$ cat src/rtl/pipe_pkg.sv
// -----------------------------------------------------------------------------
// pipe_pkg
// Shared definitions for the pipeline-stage buffer:
//   - pipe_state_e : occupancy state of one stage (empty / one entry / two entries)
//   - PIPE_*       : default widths used when a stage is instantiated without
//                    overrides
//   - CTRL_*       : bit positions inside the control bundle carried next to the
//                    payload (decode/execute control flags)
// -----------------------------------------------------------------------------
package pipe_pkg;

  // Occupancy of a stage: main register only, or main plus skid register.
  typedef enum logic [1:0] {
    ST_EMPTY = 2'd0,
    ST_ONE   = 2'd1,
    ST_TWO   = 2'd2
  } pipe_state_e;

  // Default geometry of a stage.
  localparam int unsigned PIPE_DATA_W = 96;
  localparam int unsigned PIPE_CTRL_W = 7;
  localparam int unsigned PIPE_SKID   = 1;
  localparam int unsigned PIPE_CNT_W  = 16;

  // Control-bundle bit positions.
  localparam int unsigned CTRL_SAVE_TO_REG    = 0;
  localparam int unsigned CTRL_RS1_USED       = 1;
  localparam int unsigned CTRL_RS2_USED       = 2;
  localparam int unsigned CTRL_IMMEDIATE_USED = 3;
  localparam int unsigned CTRL_IS_BRANCH      = 4;
  localparam int unsigned CTRL_RD_MEMORY      = 5;
  localparam int unsigned CTRL_WR_MEMORY      = 6;

endpackage

$ cat src/rtl/pipe_sat_counter.sv
// -----------------------------------------------------------------------------
// pipe_sat_counter
// Saturating up-counter used for stage performance statistics.
// The count sticks at all-ones instead of wrapping; a clear request wins over
// an increment in the same cycle.
// Ports:
//   clk_i  in   1      clock, rising edge
//   rst_i  in   1      asynchronous active-high reset (count -> 0)
//   inc_i  in   1      count this cycle
//   clr_i  in   1      synchronous clear, overrides inc_i
//   cnt_o  out  CNT_W  current (registered) count
// -----------------------------------------------------------------------------
module pipe_sat_counter #(
  parameter int unsigned CNT_W = 16
) (
  input  logic             clk_i,
  input  logic             rst_i,
  input  logic             inc_i,
  input  logic             clr_i,
  output logic [CNT_W-1:0] cnt_o
);

  localparam logic [CNT_W-1:0] CNT_MAX = {CNT_W{1'b1}};

  logic [CNT_W-1:0] cnt_q;
  logic [CNT_W-1:0] cnt_d;

  // Next count: clear first, then saturating increment, otherwise hold.
  always_comb begin
    cnt_d = cnt_q;
    if (clr_i) begin
      cnt_d = {CNT_W{1'b0}};
    end else if (inc_i && (cnt_q != CNT_MAX)) begin
      cnt_d = cnt_q + CNT_W'(1);
    end else begin
      cnt_d = cnt_q;
    end
  end

  // Count register.
  always_ff @(posedge clk_i or posedge rst_i) begin
    if (rst_i) begin
      cnt_q <= {CNT_W{1'b0}};
    end else begin
      cnt_q <= cnt_d;
    end
  end

  assign cnt_o = cnt_q;

endmodule

$ cat src/rtl/pipe_stage_buffer.sv
// -----------------------------------------------------------------------------
// pipe_stage_buffer
// Valid/ready pipeline-stage register carrying an opaque payload and a control
// bundle between two pipeline stages (IF/ID, ID/EX, EX/MEM, MEM/WB).
//
// SKID=1: main register plus a one-entry skid register. in_ready is a flop
//         (= "skid register is free"), so it never depends on out_ready
//         within the same cycle and the ready path is cut at every stage.
// SKID=0: single register, in_ready = !out_valid | out_ready (combinational),
//         which still streams one entry per cycle.
//
// flush kills every held entry and drops the entry offered in that cycle.
// out_ctrl is forced to zero while out_valid is low so a bubble can never
// trigger a register write or memory access downstream.
//
// Ports:
//   stg_clk     in   1       stage clock, rising edge
//   reset       in   1       asynchronous active-high reset
//   in_valid    in   1       upstream offers an entry
//   in_ready    out  1       stage can accept an entry
//   in_data     in   DATA_W  upstream payload
//   in_ctrl     in   CTRL_W  upstream control bits
//   out_valid   out  1       stage presents an entry
//   out_ready   in   1       downstream accepts
//   out_data    out  DATA_W  head-entry payload (holds when invalid)
//   out_ctrl    out  CTRL_W  head-entry control bits, 0 when invalid
//   flush       in   1       synchronous kill of all held entries
//   clr_cnt     in   1       synchronous clear of both counters
//   stall_cnt   out  CNT_W   cycles with out_valid & !out_ready (saturating)
//   bubble_cnt  out  CNT_W   cycles with !out_valid & out_ready (saturating)
// -----------------------------------------------------------------------------
module pipe_stage_buffer
  import pipe_pkg::*;
#(
  parameter int unsigned DATA_W = PIPE_DATA_W,
  parameter int unsigned CTRL_W = PIPE_CTRL_W,
  parameter int unsigned SKID   = PIPE_SKID,
  parameter int unsigned CNT_W  = PIPE_CNT_W
) (
  input  logic              stg_clk,
  input  logic              reset,
  input  logic              in_valid,
  output logic              in_ready,
  input  logic [DATA_W-1:0] in_data,
  input  logic [CTRL_W-1:0] in_ctrl,
  output logic              out_valid,
  input  logic              out_ready,
  output logic [DATA_W-1:0] out_data,
  output logic [CTRL_W-1:0] out_ctrl,
  input  logic              flush,
  input  logic              clr_cnt,
  output logic [CNT_W-1:0]  stall_cnt,
  output logic [CNT_W-1:0]  bubble_cnt
);

  pipe_state_e       state_q;
  pipe_state_e       state_d;
  logic              valid_q;
  logic              valid_d;
  logic [DATA_W-1:0] main_data_q;
  logic [DATA_W-1:0] main_data_d;
  logic [CTRL_W-1:0] main_ctrl_q;
  logic [CTRL_W-1:0] main_ctrl_d;
  logic [DATA_W-1:0] skid_data_q;
  logic [DATA_W-1:0] skid_data_d;
  logic [CTRL_W-1:0] skid_ctrl_q;
  logic [CTRL_W-1:0] skid_ctrl_d;
  // With SKID=1 this is the registered in_ready itself; with SKID=0 it only
  // marks "out of reset for at least one edge" and gates the combinational
  // ready so that in_ready stays low until the first edge after reset.
  logic              in_ready_q;
  logic              in_ready_d;

  logic              in_ready_s;
  logic              accept_s;
  logic              deliver_s;
  logic              stall_inc_s;
  logic              bubble_inc_s;

  assign in_ready_s = (SKID != 0) ? in_ready_q
                                  : (in_ready_q & (~valid_q | out_ready));
  assign accept_s   = in_valid & in_ready_s;
  assign deliver_s  = valid_q & out_ready;

  // Occupancy and datapath next-state; flush overrides accept and deliver.
  always_comb begin
    state_d     = state_q;
    main_data_d = main_data_q;
    main_ctrl_d = main_ctrl_q;
    skid_data_d = skid_data_q;
    skid_ctrl_d = skid_ctrl_q;
    if (flush) begin
      state_d = ST_EMPTY;
    end else begin
      case (state_q)
        ST_EMPTY: begin
          if (accept_s) begin
            state_d     = ST_ONE;
            main_data_d = in_data;
            main_ctrl_d = in_ctrl;
          end else begin
            state_d = ST_EMPTY;
          end
        end
        ST_ONE: begin
          if (deliver_s && accept_s) begin
            // Head leaves while the next entry arrives: reload in place.
            state_d     = ST_ONE;
            main_data_d = in_data;
            main_ctrl_d = in_ctrl;
          end else if (deliver_s) begin
            state_d = ST_EMPTY;
          end else if (accept_s) begin
            // Only reachable with SKID=1; the SKID=0 ready blocks this case.
            state_d     = ST_TWO;
            skid_data_d = in_data;
            skid_ctrl_d = in_ctrl;
          end else begin
            state_d = ST_ONE;
          end
        end
        ST_TWO: begin
          // in_ready is low here, so only the head can move.
          if (deliver_s) begin
            state_d     = ST_ONE;
            main_data_d = skid_data_q;
            main_ctrl_d = skid_ctrl_q;
          end else begin
            state_d = ST_TWO;
          end
        end
        default: begin
          state_d = ST_EMPTY;
        end
      endcase
    end
  end

  assign valid_d    = (state_d != ST_EMPTY);
  assign in_ready_d = (SKID != 0) ? (state_d != ST_TWO) : 1'b1;

  // Stage state registers; reset discards every entry and closes in_ready.
  always_ff @(posedge stg_clk or posedge reset) begin
    if (reset) begin
      state_q     <= ST_EMPTY;
      valid_q     <= 1'b0;
      main_data_q <= {DATA_W{1'b0}};
      main_ctrl_q <= {CTRL_W{1'b0}};
      skid_data_q <= {DATA_W{1'b0}};
      skid_ctrl_q <= {CTRL_W{1'b0}};
      in_ready_q  <= 1'b0;
    end else begin
      state_q     <= state_d;
      valid_q     <= valid_d;
      main_data_q <= main_data_d;
      main_ctrl_q <= main_ctrl_d;
      skid_data_q <= skid_data_d;
      skid_ctrl_q <= skid_ctrl_d;
      in_ready_q  <= in_ready_d;
    end
  end

  assign in_ready  = in_ready_s;
  assign out_valid = valid_q;
  assign out_data  = main_data_q;
  assign out_ctrl  = main_ctrl_q & {CTRL_W{valid_q}};

  // Performance counters observe the output handshake only; flush is ignored.
  assign stall_inc_s  = valid_q & ~out_ready;
  assign bubble_inc_s = ~valid_q & out_ready;

  pipe_sat_counter #(
    .CNT_W (CNT_W)
  ) u_stall_cnt (
    .clk_i (stg_clk),
    .rst_i (reset),
    .inc_i (stall_inc_s),
    .clr_i (clr_cnt),
    .cnt_o (stall_cnt)
  );

  pipe_sat_counter #(
    .CNT_W (CNT_W)
  ) u_bubble_cnt (
    .clk_i (stg_clk),
    .rst_i (reset),
    .inc_i (bubble_inc_s),
    .clr_i (clr_cnt),
    .cnt_o (bubble_cnt)
  );

endmodule

$ cat config.mk
export PLATFORM = sky130hd
export DESIGN_NAME = pipe_stage_buffer
export DESIGN_NICKNAME = d
export VERILOG_FILES = /design/src/rtl/pipe_pkg.sv /design/src/rtl/pipe_sat_counter.sv /design/src/rtl/pipe_stage_buffer.sv
export SDC_FILE = /design/constraint.sdc
export NUM_CORES = 1
export LEC_CHECK = 0
export CAP_MARGIN = 20
export CORE_UTILIZATION = 51
export CTS_BUF_LIST = sky130_fd_sc_hd__clkbuf_8 sky130_fd_sc_hd__clkbuf_16
export CTS_CLUSTER_DIAMETER = 30
export DETAILED_ROUTE_END_ITERATION = 8
export HOLD_SLACK_MARGIN = 0.03
export PLACE_DENSITY = 0.85
export SLEW_MARGIN = 10
export SYNTH_ARGS = -nofsm -noshare
export SYNTH_HDL_FRONTEND = slang
export SYNTH_SLANG_ARGS = --single-unit
$ cat constraint.sdc
create_clock -name stg_clk -period 9.2 [get_ports stg_clk]
set_clock_uncertainty 0.1 [all_clocks]
set_input_delay 1.84 -clock stg_clk [delete_from_list [all_inputs] [get_ports stg_clk]]
set_output_delay 1.84 -clock stg_clk [all_outputs]
set_load 0.05 [all_outputs]
# After elaboration in Yosys (flattened, before gate mapping)
# Cells that the tools add are included.
# word_totals
reg_bits	242
inputBits	109
output_inout_bits	137
elab_cells	58
# classes
n_addsub	2
n_eq_ne	8
mux	19
bitwise	10
n_reduce_logical	10
# ops
cell	n
2-to-1 mux 96 bit	3
one-hot mux 96 bit (3 select lines)	1
2-to-1 mux 16 bit	4
adder 16 x 1 -> 16 bit, second input constant	2
!= test 16 bit, second input constant	2
2-to-1 mux 7 bit	3
one-hot mux 7 bit (3 select lines)	1
2-to-1 mux 2 bit	5
AND reduction 5 bit	2
!= test 2 bit, second input constant	4
AND 7 bit	1
one-hot mux 2 bit (3 select lines)	1
nonzero test 2 bit	3
inverter 1 bit	5
AND 1 bit	4
logical AND 1 bit	3
nonzero test 3 bit	1
== test 2 x 1 -> 1 bit, second input constant	1
== test 2 bit, second input constant	1
logical NOT 2 bit	1
2-to-1 mux 1 bit	1

# Depth between registers and ports, before layout
# depth
depth_word	7
depth_mapped	7
ltp_nobuf	5

# By module
# A second synthesis with hierarchy kept.
# unflattened
cells_unflattened	789
hier_area_um2	11245.8
# modules_own_cells
mod	instances	cells_each	area_each_um2	seq_area_each_um2
pipe_stage_buffer	1	587	9381.5	5255.0
pipe_sat_counter	2	101	932.1	400.4

# Least setup slack after synthesis
# OpenSTA, ideal clock, no wires.
# synth_timing
kind	reg2out
startpoint	reg valid_q, in the netlist out_valid
endpoint	out out_ctrl[6]
arrival_time_ps	1369
t_required_ps	7260
setup_slack_ps	5891
path_stages_with_launch	3
path_buffers	1
cell_sequence	dfrtp_1 clkbuf_1 and2_1
# synth_between
elab_chain_cells	1
# synth_lines
item	line_no	text
start, declared	pipe_stage_buffer.sv:58	logic valid_q;
start signal, assigned	pipe_stage_buffer.sv:154	valid_q <= valid_d;
AND 7 bit	pipe_stage_buffer.sv:166	assign out_ctrl = main_ctrl_q & {CTRL_W{valid_q}};
end, declared	pipe_stage_buffer.sv:49	output logic [CTRL_W-1:0] out_ctrl,
# Every way passes these cells.

# Final worst setup path
# layout_timing
startpoint	in out_ready
endpoint	reg main_data_q[8], in the netlist out_data[8]
# layout_between
elab_chain_cells	4
word_cells_on_any_way	5
cone_classes	2 x eq/ne; 1 x bitwise; 2 x reduce/logical
# layout_lines
item	line_no	text
start, declared	pipe_stage_buffer.sv:47	input logic out_ready,
AND 1 bit (*)	pipe_stage_buffer.sv:83	assign deliver_s = valid_q & out_ready;
logical AND 1 bit	pipe_stage_buffer.sv:106	if (deliver_s && accept_s) begin
!= test 2 bit (no line)	--	
AND reduction 5 bit (no line) (*)	--	
end signal, assigned	pipe_stage_buffer.sv:147	main_data_q <= {DATA_W{1'b0}};
end signal, assigned	pipe_stage_buffer.sv:155	main_data_q <= main_data_d;
end, declared	pipe_stage_buffer.sv:60	logic [DATA_W-1:0] main_data_q;
# Every way passes the cells marked *; elsewhere a longest branch is shown, timed or not.
# A chain may end at the register's enable or synchronous reset.

==> metrics <==
post-synth top area share 55.6%; Area Overhead vs Synth 42.1%; # DRC 0; Synth Net Count 892; CP Cell Sequence clkdlybuf4s50_1 -> nand2_1 -> a21oi_1 -> o21ba_4 -> buf_4 -> mux2_2; drt wl/cell 18.9 µm; Synth Warn # 0; synth top area cells dfrtp_1 (56%), mux2_2 (33%), buf_2 (1.2%); critical path arrival 4.75 ns; cell area after layout 0.0155 mm²; DRT Pass-1 Iters 4; Clk pin slew, worst setup/hold paths 0.04 ns; crit-path max cell delay 0.80 ns; final antenna-violating net count 0; PortBufs 245; Period minus WS final 4.45 ns; multi-input logic area 0.00465 mm²; Power Dens Cells 314 mW/mm²; outcome finished, final reports clean; Clock Latency Late Sink 0.53 ns; critical path's top delay family buffers and inverters; Post-CTS Setup Repair Bufs 0; layout cells sized above 1 38.4%; Setup Crit Path Kind in -> reg; Max Cap Violations 0; cell taking the most area after synthesis dfrtp_1; register area share after synthesis 55.6%; final setup fails 0; Mapped Avg Cell Area 14.0 µm²; Hold Vio Cnt, Final 0; Post-Syn Area 0.0109 mm²; pre-CTS setup slack 4.24 ns; Worst Path Required 9.50 ns; vias in the first global route 8,217; Leak Pwr 0.00646 µW; hpwl dp 15,800 µm; Critical Path End out_data[8]$_DFFE_PP0P_; Initial DRC Count 310; Max VDD drop 0.000200 V; critical path depth in cells 6; worst r2r src state_q[0]$_DFF_PP0_; Initial Util 52.0%; Max-slew headroom 40.9%; CTS max path bufs 3; placed cells 1,267; Total GRT Usage 23.9%; setup TNS 0 ns; count of cell types in the netlist 40; RSZ-0062 raised after global routing no; initial antenna violation count 1; CP bufs+invs 2; worst setup path startpoint out_ready; Most used DFF post-synth dfrtp_1; die area 0.0219 mm²; commonest non-fill, non-tap cell in the layout mux2_2; fmax 0.225 GHz; fin. max-slew vios 0; CTS Root Cell clkbuf_16; Die Wd 148 µm; core area 0.0210 mm²; Finished Layout Cells 1,364; post-synthesis async set-or-reset flop share 100%; DR vias/cell 5.51; Startpoint Class input port; Seq cells post-synth 242; most frequent cells in the layout mux2_2 (316), clkdlybuf4s50_1 (245), dfrtp_1 (242); first-pass GRT wire length 41,700 µm; Slew @ Worst Pin 0.887 ns; CTS tree yes; CTS H-Tree Depth 2; reg2reg end out_data[8]$_DFFE_PP0P_; post_cts resized 0; R2R cell count 5; vias post-DR 7,511; drt total wl 25,800 µm; total CTS buffers 52; Hold Crit Class reg -> reg; Placed Area 0.0136 mm²; clk sinks 242; CP max FO 61; Syn Inst Count 780; Design Power 4860 µW; number of synthesized flops with an enable pin 0; routability cong. 0.796; FILL cells 1,327; FF/Latch Area 0.00606 mm²; final worst path period share 48.4%; Boundary Pins 246; DIE HEIGHT 148 µm; slowest CP cell buf_4; Post-CTS Hold Fix Bufs 0; largest net degree at the start of global routing 115; Setup WS post-layout 4.75 ns; Rows 53; nature of the critical path endpoint flip-flop; Final #Nets 1,158; Reg2Reg Setup Slack 5.77 ns; grt total ovfl 0
## worst reg2reg max path, delay by kind of cell (launching register included)
family	cells	cell delay, ns
buffers and inverters	1	0.83
flip-flops	1	0.43
AO/OA/AOI/OAI	1	0.65
multiplexers	1	0.47
AND/OR/NAND/NOR	2	0.83
## metrics by stage
step	hold slack, ns	util (%)
finish	0.392	73.8
detailed placement	0.389	64.8
global placement	0.383	64.8
floorplan	0.372	-
global route	0.413	73.8
CTS	0.396	73.8
## power by group
group	switching [µW]	internal (µW)
registers	177	1400
logic	749	571
clock network	572	1380
## worst min-delay path by stage
stage	cells past startpoint	end	start	slack, ns
after CTS	1	main_ctrl_q[1]$_DFFE_PP0P_	main_ctrl_q[1]$_DFFE_PP0P_	0.40
after global routing	1	skid_ctrl_q[0]$_DFFE_PP0P_	skid_ctrl_q[0]$_DFFE_PP0P_	0.41
final	1	main_ctrl_q[1]$_DFFE_PP0P_	main_ctrl_q[1]$_DFFE_PP0P_	0.39
after floorplan	1	main_ctrl_q[0]$_DFFE_PP0P_	main_ctrl_q[0]$_DFFE_PP0P_	0.37
after global placement	1	main_ctrl_q[6]$_DFFE_PP0P_	main_ctrl_q[6]$_DFFE_PP0P_	0.38
after detailed placement	1	main_ctrl_q[3]$_DFFE_PP0P_	main_ctrl_q[3]$_DFFE_PP0P_	0.39
## final cells by class
type                    count  share of cell area (%)
flip-flops and latches    242                    39.1
multi-input cells         493                    30.0
repair buffers            253                    16.2
clock buffers              64                    9.63
clock inverters            32                    2.56
well taps                 275                    2.22
inverters                   4                   0.146
diodes                      1                  0.0162
## cell usage after synthesis (2+ instances only)
cell type,count
a21oi_1,22
and2_1,9
and3_1,4
buf_2,27
clkbuf_1,13
dfrtp_1,242
ha_1,3
inv_1,4
mux2_2,316
mux2i_1,2
nand2_1,21
nand2b_1,4
nand3_1,7
nand3b_1,2
nand4_1,12
nor2_1,14
nor2b_1,9
nor3_1,7
nor4_1,5
o21ai_0,7
o21bai_1,2
o311ai_0,2
o31ai_1,11
o41ai_1,3
or2_2,2
or3_1,6
or4_1,11
## registers in the layout (all words and copies together), names as in the netlist
signal / count
main_ctrl_q: 7
in_ready: 1
state_q: 2
skid_data_q: 96
skid_ctrl_q: 7
u_bubble_cnt.cnt_o: 16
u_stall_cnt.cnt_o: 16
out_data: 96
out_valid: 1
## layer usage
layer  global-route usage (%)  wire [µm]  vias to the layer above  share of wire (%)
met5                        0          0                        -                  0
li1                         -          -                     3412                  -
met4                     10.6        926                        0                3.6
met2                     39.3      12600                      254                 49
met3                     7.61       1860                       62                7.2
met1                     28.7      10400                     3783                 40
## cells by family (layout without fill, tap and decap cells)
logic type	count (synthesis)	after routing	synth area share (%)
buffers and inverters	45	353	1.86
flip-flops	242	242	55.6
adder cells (fa/ha/maj)	3	3	0.345
multiplexers	318	318	32.9
other	0	1	0
AND/OR/NAND/NOR	121	121	6.37
AO/OA/AOI/OAI	51	51	2.93
No activity file was read; power rests on OpenSTA's default activity.
